<file path="src/rtl/rf_param.sv">
// Parameterised multi-port register file with a power-on clear sequence,
// optional hardwired zero register, optional write-to-read bypass and an overflow flag.
module rf_param #(
  parameter int WIDTH    = 8,
  parameter int ADDR_W   = 4,
  parameter bit ZERO_REG = 1'b1,
  parameter bit BYPASS   = 1'b1
) (
  input  logic              clk,
  input  logic              reset,
  input  logic              we,
  input  logic [ADDR_W-1:0] ptr_w,
  input  logic [ADDR_W-1:0] ptr_a,
  input  logic [ADDR_W-1:0] ptr_b,
  input  logic [WIDTH-1:0]  di,
  input  logic              ovf_we,
  input  logic              ovf_in,
  output logic [WIDTH-1:0]  do_a,
  output logic [WIDTH-1:0]  do_b,
  output logic [WIDTH-1:0]  store_in,
  output logic              ovf_out,
  output logic              ready,
  output logic              fsm_state
);

  localparam int DEPTH = 2 ** ADDR_W;

  typedef enum logic {
    CLEAR = 1'b0,
    RUN   = 1'b1
  } state_t;

  state_t            state;
  logic [ADDR_W-1:0] clr_idx;
  logic [WIDTH-1:0]  mem [DEPTH];

  logic run;
  logic zero_a, zero_b, zero_w;
  logic byp_a, byp_b;

  // Control FSM. ready is its own flop, raised on the last clear write so it
  // lines up exactly with the CLEAR->RUN transition.
  always_ff @(posedge clk) begin
    if (reset) begin
      state   <= CLEAR;
      clr_idx <= '0;
      ovf_out <= 1'b0;
      ready   <= 1'b0;
    end else begin
      case (state)
        CLEAR: begin
          clr_idx <= clr_idx + 1'b1;
          if (&clr_idx) begin
            state <= RUN;
            ready <= 1'b1;
          end
        end
        RUN: begin
          if (ovf_we) ovf_out <= ovf_in;
        end
        default: state <= CLEAR;
      endcase
    end
  end

  // Storage array: cleared one entry per cycle in CLEAR, written by port W in RUN.
  // A reset edge suppresses any concurrent write.
  always_ff @(posedge clk) begin
    if (!reset) begin
      if (state == CLEAR) begin
        mem[clr_idx] <= '0;
      end else if (we && !(ZERO_REG && (ptr_w == '0))) begin
        mem[ptr_w] <= di;
      end
    end
  end

  assign run       = (state == RUN);
  assign fsm_state = (state == RUN);

  assign zero_a = ZERO_REG && (ptr_a == '0);
  assign zero_b = ZERO_REG && (ptr_b == '0);
  assign zero_w = ZERO_REG && (ptr_w == '0);

  // Zero-register check takes precedence, so register 0 is never bypassed.
  assign byp_a = BYPASS && we && (ptr_a == ptr_w);
  assign byp_b = BYPASS && we && (ptr_b == ptr_w);

  assign do_a     = (!run || zero_a) ? '0 : (byp_a ? di : mem[ptr_a]);
  assign do_b     = (!run || zero_b) ? '0 : (byp_b ? di : mem[ptr_b]);
  assign store_in = (!run || zero_w) ? '0 : mem[ptr_w];

endmodule

</file>
<file path="config.mk">
export PLATFORM = sky130hd
export DESIGN_NAME = rf_param
export DESIGN_NICKNAME = d
export VERILOG_FILES = /design/src/rtl/rf_param.sv
export SDC_FILE = /design/constraint.sdc
export NUM_CORES = 1
export LEC_CHECK = 0
export BUFFER_PORTS_ARGS = -buffer_cell sky130_fd_sc_hd__buf_2
export CORE_MARGIN = 2
export CORE_UTILIZATION = 40
export DETAILED_ROUTE_END_ITERATION = 8
export GPL_TIMING_DRIVEN = 1
export PLACE_DENSITY = 0.59
export SKIP_LAST_GASP = 1
export SLEW_MARGIN = 20
export SYNTH_ARGS = -nofsm -noshare
export SYNTH_HDL_FRONTEND = slang
export SYNTH_SLANG_ARGS = --single-unit
</file>
<file path="constraint.sdc">
create_clock -name clk -period 7.45 [get_ports clk]
set_clock_uncertainty 0.2 [all_clocks]
set_input_delay 2.235 -clock clk [delete_from_list [all_inputs] [get_ports clk]]
set_output_delay 2.235 -clock clk [all_outputs]
set_load 0.01 [all_outputs]
</file>
==> results.toml <==
[die]
die_w_um = 144
die_y_um = 144
dieArea_um2 = 20600
start_util = 0.404
coreArea_um2 = 19300
io_pins = 52
row_count = 51

[layout]
final_nets = 609
syn2layout_area_growth_pct = 13.9
fill_cells = 1761
post_route_cells_drive_above_1_share = 0.299
ff_latch_area_um2 = 3980
multi_input_area_um2 = 3560
num_antenna_cells = 0
instances_no_fill = 860

[yosys]
syn_inst = 535
synthTopCellsByArea = "edfxtp_1, mux4_2, mux2i_1"
synth_area_per_cell_um2 = 14.6
syn-cell-area_um2 = 7790
synth_seq_area_share = 0.511
yosys_warnings = 0
ys_ff_latch = 135
yosysUniqueCellTypes = 40
synth_top_cell_by_area = "edfxtp_1"
synth.top_cell.area_share = 0.493
syn-num-nets = 561

[worst_setup_path]
end_kind = "primary output"
criticalPathCategory = "input pin to primary output"
worstSetupStartpointType = "input pin"
cp.required_ns = 5.02
critPathMaxFanout = 30
cp.arrival_ns = 4.51

[global_routing]
grt_usage = 0.258
antenna_found_initial = 0
use_met2 = 0.410
grt-busiest-layer = "met2"
first_global_vias = 5739
grt-ovfl-total = 0
grt_max_degree = 31
grt_pass1_wl_um = 37300
gr-usage-met1 = 0.332
gr-usage-met3 = 0.0516

[sta]
timing.final.crit_share = 0.932
rsz0062_at_grt = "no"
setup-tns-final_ns = 0
worstMarginPinSlew_ns = 1.06
finalHoldViolCount = 0
fmax_mhz = 144
slew_violations = 0
slew_headroom = 0.291
min_period_ns = 6.95
setup_viol = 0

[hold_path]
min_path_type = "register to register"

[power_and_ir_drop]
peakVddDrop_mv = 0.164
power_density_nw_per_um2 = 199
leakagePower_nw = 3.21
power_mw = 1.77

[flow_run]
maxCapViolCount = 0

[drt]
num_vias = 5710
drc = 0
routed_wl_um = 26000
wl_per_cell_um = 30.2
vias_per_cell = 6.64
drt-initial-drc-count = 618
antenna_left = 0
dr.pass1.iters = 5

[cts]
clockBufferDepth = 2
cts_buffers = 17
post_cts_buffers = 0
clock_latency_ns = 0.43
cts_tree = "yes"
cts_resized = 0
h-tree-depth = 4
cts_hold_buf = 0
cts_root_buffer = "clkbuf_16"
cts.clk_slew.worst_paths_ns = 0.06
cts.sinks = 135

[placed_design]
gp_congestion = 0.900
io_buffers = 51
dpl.cell_count = 829
dp_hpwl_um = 17300

[outcome]
status = "complete, no violations"
flip-flops by register name, indices dropped and copies added, names as in the netlist:
register   cells
clr_idx        4
fsm_state      1
mem          128
ovf_out        1
ready          1
cell families (layout without fill, tap and decap cells):
logic type / after synthesis / after routing / share of synthesized area
AO/OA/AOI/OAI: 106 / 106 / 0.0920
XOR/XNOR: 11 / 11 / 0.0124
adder cells (fa/ha/maj): 1 / 1 / 0.00160
buffers and inverters: 50 / 110 / 0.0327
flip-flops: 135 / 135 / 0.511
multiplexers: 148 / 148 / 0.295
AND/OR/NAND/NOR: 84 / 84 / 0.0552
cell usage after synthesis (all sizes together):
library cell,n
or3b,4
a21bo,1
xor2,2
o21ai,1
or3,2
ha,1
o22ai,40
a211oi,16
o31ai,16
nand2b,5
mux2i,82
dfxtp,7
a31oi,18
clkbuf,19
nor2,26
nand3,21
mux2,2
or2,2
nor2b,5
a41oi,1
nor3,1
o41ai,1
nand3b,2
nor4,2
o41a,1
xnor2,9
and3,8
mux4,64
inv,2
edfxtp,128
nand2,6
a21oi,9
o21a,2
buf,29
metal layers:
metal / wire, um / part of all wire / vias up
met5: 0 / 0 / -
met2: 12400 / 0.48 / 368
met1: 9910 / 0.38 / 2918
li1: - / - / 2331
met4: 1400 / 0.054 / 0
met3: 2290 / 0.088 / 93
where the power goes:
group          internal, mW  switching, mW  total [mW]
Sequential            0.830        0.00793       0.838
Clock                 0.419          0.335       0.754
Combinational        0.0708          0.106       0.177
final timing paths:
path | cells after the start | end | slack (ns) | from
setup / recovery | 6 | do_b[6] | 0.50 | ptr_b[1]
hold / removal | 2 | ovf_out | 0.26 | ovf_out
hold reg to reg | 2 | ovf_out | 0.26 | ovf_out
setup reg to reg | 5 | mem[10][0] | 4.31 | fsm_state
final cells by class:
| cell class | instances | area share |
|---|---|---|
| sequential | 135 | 0.449 |
| clock inverter | 13 | 0.00959 |
| timing repair buffer | 77 | 0.0536 |
| tap | 265 | 0.0374 |
| clock buffer | 18 | 0.0484 |
| multi-input combinational | 350 | 0.401 |
| inverter | 2 | 0.000846 |
metrics by stage:
step	hold WS (ns)	setup WS [ns]	cell area, um^2	utilization
global route	0.277	0.526	8880	0.461
finish	0.261	0.505	8880	0.461
floorplan	0.281	1.52	7790	-
CTS	0.262	0.580	8870	0.460
detailed placement	0.254	0.591	8360	0.434
global placement	0.239	0.626	8350	0.434
worst max-delay path: stages:
cell and delay, ns:
buf_2 0.69, mux4_1 0.66, mux2_4 0.30, a211oi_2 0.23, a21oi_1 0.15, buf_2 0.19
layout by cell type (no fill, tap or decap), types with 3 or more instances in the layout:
| cell type | instances |
|---|---|
| a211oi_1 | 14 |
| a21oi_1 | 9 |
| a31oi_1 | 18 |
| and3_1 | 8 |
| buf_2 | 51 |
| buf_4 | 24 |
| clkbuf_16 | 17 |
| clkinv_2 | 5 |
| clkinvlp_4 | 4 |
| dfxtp_1 | 7 |
| edfxtp_1 | 128 |
| mux2i_1 | 82 |
| mux4_2 | 62 |
| nand2_1 | 6 |
| nand2b_1 | 5 |
| nand3_1 | 21 |
| nor2_1 | 23 |
| nor2_2 | 3 |
| nor2b_1 | 5 |
| o22ai_1 | 40 |
| o31ai_1 | 16 |
| xnor2_1 | 9 |
Note: power is estimated with default switching activity, not from simulation.
